===== src/rtl/mem_port_arbiter.sv =====
// Two-port arbiter onto one memory bus: port 0 single accesses, port 1 incrementing bursts.
// Latency: grant and strobes one edge after a request seen in IDLE; ack/rdata one edge after each beat.
// Backpressure: none; a losing or late requester waits in place until the arbiter returns to IDLE.
//
// Ports:
//   clk, reset (async, active-low)
//   req0/we0/addr0/wdata0          port-0 single access request
//   req1/we1/addr1/wdata1/len1     port-1 burst request (len1 = beats - 1)
//   gnt0/gnt1, ack0/ack1, last1    grant flags and per-beat completion pulses
//   rdata0/rdata1                  registered read data, valid with the matching ack
//   Mem_addr/Mem_wdata/MemRead/MemWrite, Mem_data   shared memory bus
//   busy                           arbiter is not IDLE
module mem_port_arbiter #(
    parameter int BURST_W   = 4,
    parameter int ADDR_STEP = 4
) (
    input  logic               clk,
    input  logic               reset,
    input  logic               req0,
    input  logic               we0,
    input  logic [31:0]        addr0,
    input  logic [31:0]        wdata0,
    input  logic               req1,
    input  logic               we1,
    input  logic [31:0]        addr1,
    input  logic [31:0]        wdata1,
    input  logic [BURST_W-1:0] len1,
    output logic               gnt0,
    output logic               gnt1,
    output logic               ack0,
    output logic               ack1,
    output logic               last1,
    output logic [31:0]        rdata0,
    output logic [31:0]        rdata1,
    output logic [31:0]        Mem_addr,
    output logic [31:0]        Mem_wdata,
    output logic               MemRead,
    output logic               MemWrite,
    input  logic [31:0]        Mem_data,
    output logic               busy
);

    localparam logic [31:0] STEP = 32'(ADDR_STEP);

    typedef enum logic [1:0] {
        IDLE = 2'd0,
        ACC0 = 2'd1,
        ACC1 = 2'd2
    } state_t;

    state_t             state_q, state_d;
    // Set when port 0 was granted last, so port 1 wins the next tie.
    logic               prio1_q;
    logic [BURST_W-1:0] beat_q;
    logic [BURST_W-1:0] len_q;
    logic               grant0, grant1, burst_end;

    always_ff @(posedge clk or negedge reset) begin
        if (!reset) begin
            state_q <= IDLE;
        end else begin
            state_q <= state_d;
        end
    end

    always_comb begin
        state_d   = state_q;
        grant0    = 1'b0;
        grant1    = 1'b0;
        burst_end = 1'b0;
        case (state_q)
            IDLE: begin
                if (req0 && (!req1 || !prio1_q)) begin
                    grant0  = 1'b1;
                    state_d = ACC0;
                end else if (req1) begin
                    grant1  = 1'b1;
                    state_d = ACC1;
                end
            end
            ACC0: state_d = IDLE;
            ACC1: begin
                if (beat_q == len_q) begin
                    burst_end = 1'b1;
                    state_d   = IDLE;
                end
            end
            default: state_d = IDLE;
        endcase
    end

    always_ff @(posedge clk or negedge reset) begin
        if (!reset) begin
            prio1_q   <= 1'b0;
            beat_q    <= '0;
            len_q     <= '0;
            gnt0      <= 1'b0;
            gnt1      <= 1'b0;
            ack0      <= 1'b0;
            ack1      <= 1'b0;
            last1     <= 1'b0;
            rdata0    <= '0;
            rdata1    <= '0;
            Mem_addr  <= '0;
            Mem_wdata <= '0;
            MemRead   <= 1'b0;
            MemWrite  <= 1'b0;
        end else begin
            ack0  <= 1'b0;
            ack1  <= 1'b0;
            last1 <= 1'b0;
            case (state_q)
                IDLE: begin
                    if (grant0) begin
                        prio1_q   <= 1'b1;
                        gnt0      <= 1'b1;
                        Mem_addr  <= addr0;
                        Mem_wdata <= wdata0;
                        MemRead   <= !we0;
                        MemWrite  <= we0;
                    end else if (grant1) begin
                        prio1_q   <= 1'b0;
                        gnt1      <= 1'b1;
                        beat_q    <= '0;
                        len_q     <= len1;
                        Mem_addr  <= addr1;
                        Mem_wdata <= wdata1;
                        MemRead   <= !we1;
                        MemWrite  <= we1;
                    end
                end
                ACC0: begin
                    ack0 <= 1'b1;
                    // MemRead still carries the sampled direction for this access.
                    if (MemRead) begin
                        rdata0 <= Mem_data;
                    end
                    gnt0     <= 1'b0;
                    MemRead  <= 1'b0;
                    MemWrite <= 1'b0;
                end
                ACC1: begin
                    ack1 <= 1'b1;
                    if (MemRead) begin
                        rdata1 <= Mem_data;
                    end
                    if (burst_end) begin
                        last1    <= 1'b1;
                        gnt1     <= 1'b0;
                        MemRead  <= 1'b0;
                        MemWrite <= 1'b0;
                        beat_q   <= '0;
                    end else begin
                        // Running sum equals start + k*STEP; 32-bit add wraps silently.
                        beat_q    <= beat_q + 1'b1;
                        Mem_addr  <= Mem_addr + STEP;
                        Mem_wdata <= wdata1;
                    end
                end
                default: ;
            endcase
        end
    end

    assign busy = (state_q != IDLE);

endmodule


===== config.mk =====
export PLATFORM = sky130hd
export DESIGN_NAME = mem_port_arbiter
export DESIGN_NICKNAME = d
export VERILOG_FILES = /design/src/rtl/mem_port_arbiter.sv
export SDC_FILE = /design/constraint.sdc
export NUM_CORES = 1
export LEC_CHECK = 0
export BUFFER_PORTS_ARGS = -buffer_cell sky130_fd_sc_hd__buf_4
export CORE_MARGIN = 2
export CORE_UTILIZATION = 45
export CTS_CLUSTER_SIZE = 25
export DETAILED_ROUTE_END_ITERATION = 8
export PLACE_DENSITY = 0.76
export SETUP_SLACK_MARGIN = 0.2
export SLEW_MARGIN = 20
export SYNTH_ARGS = -nofsm -noshare
export SYNTH_HDL_FRONTEND = slang
export SYNTH_SLANG_ARGS = --single-unit

===== constraint.sdc =====
create_clock -name clk -period 3.2 [get_ports clk]
set_input_delay 0.32 -clock clk [delete_from_list [all_inputs] [get_ports clk]]
set_output_delay 0.32 -clock clk [all_outputs]
set_load 0.03 [all_outputs]

==> summary.md <==
| Metric | Value |
|---|---|
| Critical Setup Path Class | reg -> reg |
| Fin Hold WS | 126 ps |
| WL final | 21200 um |
| Multiplexer area fraction after synthesis | 19.7% |
| Starting Density | 45.5% |
| Synth Area in Simple Gates | 11.7% |
| # rows | 46 |
| Pre-CTS setup slack | 484 ps |
| CTS Sinks | 146 |
| Final min period | 2480 ps |
| Iter 0 DRT Violations | 370 |
| Max Root-Sink Buffers | 2 |
| Rel. slew slack | 46.7% |
| # resized after CTS | 0 |
| # H-tree levels | 4 |
| Startpoint class of the critical path | flip-flop |
| Hold WC Path Type | in -> reg |
| Critical path data arrival time | 2780 ps |
| Fill cells | 1262 |
| DR vias/cell | 5.40 |
| Post-synth EDFFs | 0 |
| GPL Wtd Cong | 0.915 |
| RSZ-0062 raised after global routing | false |
| Hold Violations, Final | 0 |
| Die Span Y | 130 um |
| WP data required | 3500 ps |
| Power Density | 1200 nW/um^2 |
| Most used DFF post-synth | dfrtp_1 |
| Inserted Clock Buffers | 17 |
| Largest family of logic cells by synthesized area | multiplexers |
| # diodes | 0 |
| Period utilization | 77.6% |
| Clock-pin slew on the worst setup and hold paths | 60 ps |
| CP max FO | 15 |
| Core area | 15700 sq um |
| Max Fclk | 403 MHz |
| DR vias | 6369 |
| Max-slew violations | 0 |
| Setup ws final | 718 ps |
| Syn Nets | 822 |
| Initial antenna violation count | 0 |
| Syn Inst Count | 645 |
| Share of layout cells above drive strength 1 | 46.8% |
| Worst setup EP type | flip-flop |
| First-pass GRT wire length | 31800 um |
| Post-DRT Antenna Nets | 0 |
| Status | finished, final reports clean |
| Final setup viols | 0 |
| Clk root buf | clkbuf_16 |
| Clock latency on the worst-skew pair | 420 ps |
| Synthesized cell area | 7150 sq um |
| Peak supply drop | 0.576 mV |
| Largest net degree at the start of global routing | 77 |
| HPWL after detailed placement | 15700 um |
| Post-CTS setup buffer count | 0 |
| Area of the multi-input gates | 3290 sq um |
| # port buffers | 305 |
| Die width | 130 um |
| First-pass DRT Iterations | 5 |
| Io pins | 306 |
| Setup TNS | 0 ps |
| Synth Area in XOR/XNOR | 0.490% |
| Wire per inst | 18.0 um |
| Highest routed layer | met4 |
| P&R area growth vs syn | 44.8% |
| Met2 Routed Length | 10900 um |
| Yosys warns | 0 |
| Met3 routed WL | 1400 um |
| Post-layout nets | 1128 |
| GRT Overall Usage | 24.6% |
| Reg area | 3650 sq um |
| Post-CTS Hold Buffers | 1 |
| Avg Inst Size Synth | 11.1 sq um |
| Synthesis-stage register bit count | 146 |
| Post-synthesis sequential area ratio | 51.1% |
| Post-synthesis compound-gate area fraction | 12.8% |
| Synth unique cells | 64 |
| Worst Skew | 8.64 ps |
| Async set or reset register ratio after synthesis | 100% |
| DRC Markers | 0 |
| Leakage power | 5.03 nW |
| Vias in the first global route | 6162 |
| Tightest Pin Transition | 796 ps |
| Wl on met1 | 8250 um |
| CTS tree | done |
| Max_cap viols | 0 |
| Die ar. | 16900 sq um |
| Post-synthesis adder-cell area fraction | 1.23% |
| Grt ovf | 0 |
[worst max-delay path, stage by stage (launching register included)]
cell and delay, ps:
dfrtp_1 420, inv_1 130, ha_1 380, or3b_4 460, o21ai_2 280, nor2_1 270
a311oi_1 350, a21oi_1 70
[Yosys cell counts, types with 8 or more instances]
library cell | n | area [sq um]
nand3_1 | 14 | 70.1
mux2i_1 | 44 | 440
nand2_1 | 88 | 330
dfrtp_1 | 146 | 3650
buf_2 | 8 | 40.0
nand4_1 | 10 | 62.6
mux2_2 | 86 | 968
inv_1 | 12 | 45.0
nor2_1 | 21 | 78.8
o21ai_0 | 55 | 275
a21oi_1 | 21 | 105
clkbuf_1 | 11 | 41.3
[path summary, 6_finish.rpt]
check | startpoint | endpoint | slack [ps] | cells after the start
max in group asynchronous | reset | ack0 | 1900 | 3
setup / recovery | state_q[0] | Mem_addr[12] | 720 | 7
setup reg to reg | state_q[0] | Mem_addr[12] | 720 | 7
hold reg to reg | Mem_wdata[3] | Mem_wdata[3] | 480 | 2
min in group asynchronous | reset | Mem_addr[30] | 460 | 2
hold / removal | len1[2] | len_q[2] | 130 | 2
[per-layer routing]
| metal | vias to the layer above | global-route usage [%] |
|---|---|---|
| met5 | - | 0 |
| met4 | 0 | 9.80 |
| met3 | 51 | 5.66 |
| met2 | 262 | 43.2 |
| met1 | 3078 | 29.4 |
| li1 | 2978 | - |
[power breakdown]
| part | internal, mW | switching (mW) |
|---|---|---|
| combinational | 2.72 | 4.09 |
| clock | 1.33 | 0.775 |
| sequential | 2.79 | 0.695 |
| total | 6.84 | 5.56 |
[stage by stage]
step / utilization [%] / power, mW / area [sq um] / cells
floorplan: - / 7.76 / 7150 / 645
global placement: 61.6 / 10.1 / 9680 / 1146
detailed placement: 61.6 / 10.2 / 9680 / 1146
CTS: 65.7 / 12.4 / 10300 / 1179
global route: 65.9 / 13.1 / 10300 / 1180
finish: 65.9 / 12.4 / 10300 / 1180
[cells in the final DEF, fill, tap and decap left out, types with 6 or more instances in the layout]
cell,n
a21oi_1,21
a2bb2oi_1,6
and3_1,7
buf_4,315
clkbuf_16,17
dfrtp_1,146
ha_1,6
inv_1,12
mux2_2,86
mux2i_1,44
nand2_1,87
nand3_1,14
nand4_1,10
nor2_1,21
nor4_1,6
o21ai_0,55
o22ai_1,7
[cell type report]
| cell class | count | share of cell area (%) |
|---|---|---|
| clock buffers | 21 | 4.35 |
| well taps | 216 | 2.61 |
| inverters | 13 | 0.472 |
| clock inverters | 11 | 1.70 |
| flip-flops and latches | 146 | 35.3 |
| repair buffers | 320 | 23.7 |
| multi-input cells | 453 | 31.8 |
[state kept, by name, indices dropped and copies added (netlist names)]
name / cells
rdata0: 32
last1: 1
rdata1: 32
ack1: 1
gnt1: 1
beat_q: 4
gnt0: 1
Mem_wdata: 32
Mem_addr: 32
prio1_q: 1
MemWrite: 1
MemRead: 1
state_q: 2
ack0: 1
len_q: 4
[logic make-up (layout without fill, tap and decap cells)]
logic type | after synthesis | in the layout
AND/OR/NAND/NOR | 172 | 172
flip-flops | 146 | 146
AO/OA/AOI/OAI | 140 | 140
multiplexers | 130 | 130
buffers and inverters | 46 | 365
adder cells (fa/ha/maj) | 7 | 7
XOR/XNOR | 4 | 4
No activity file was read; power rests on OpenSTA's default activity.
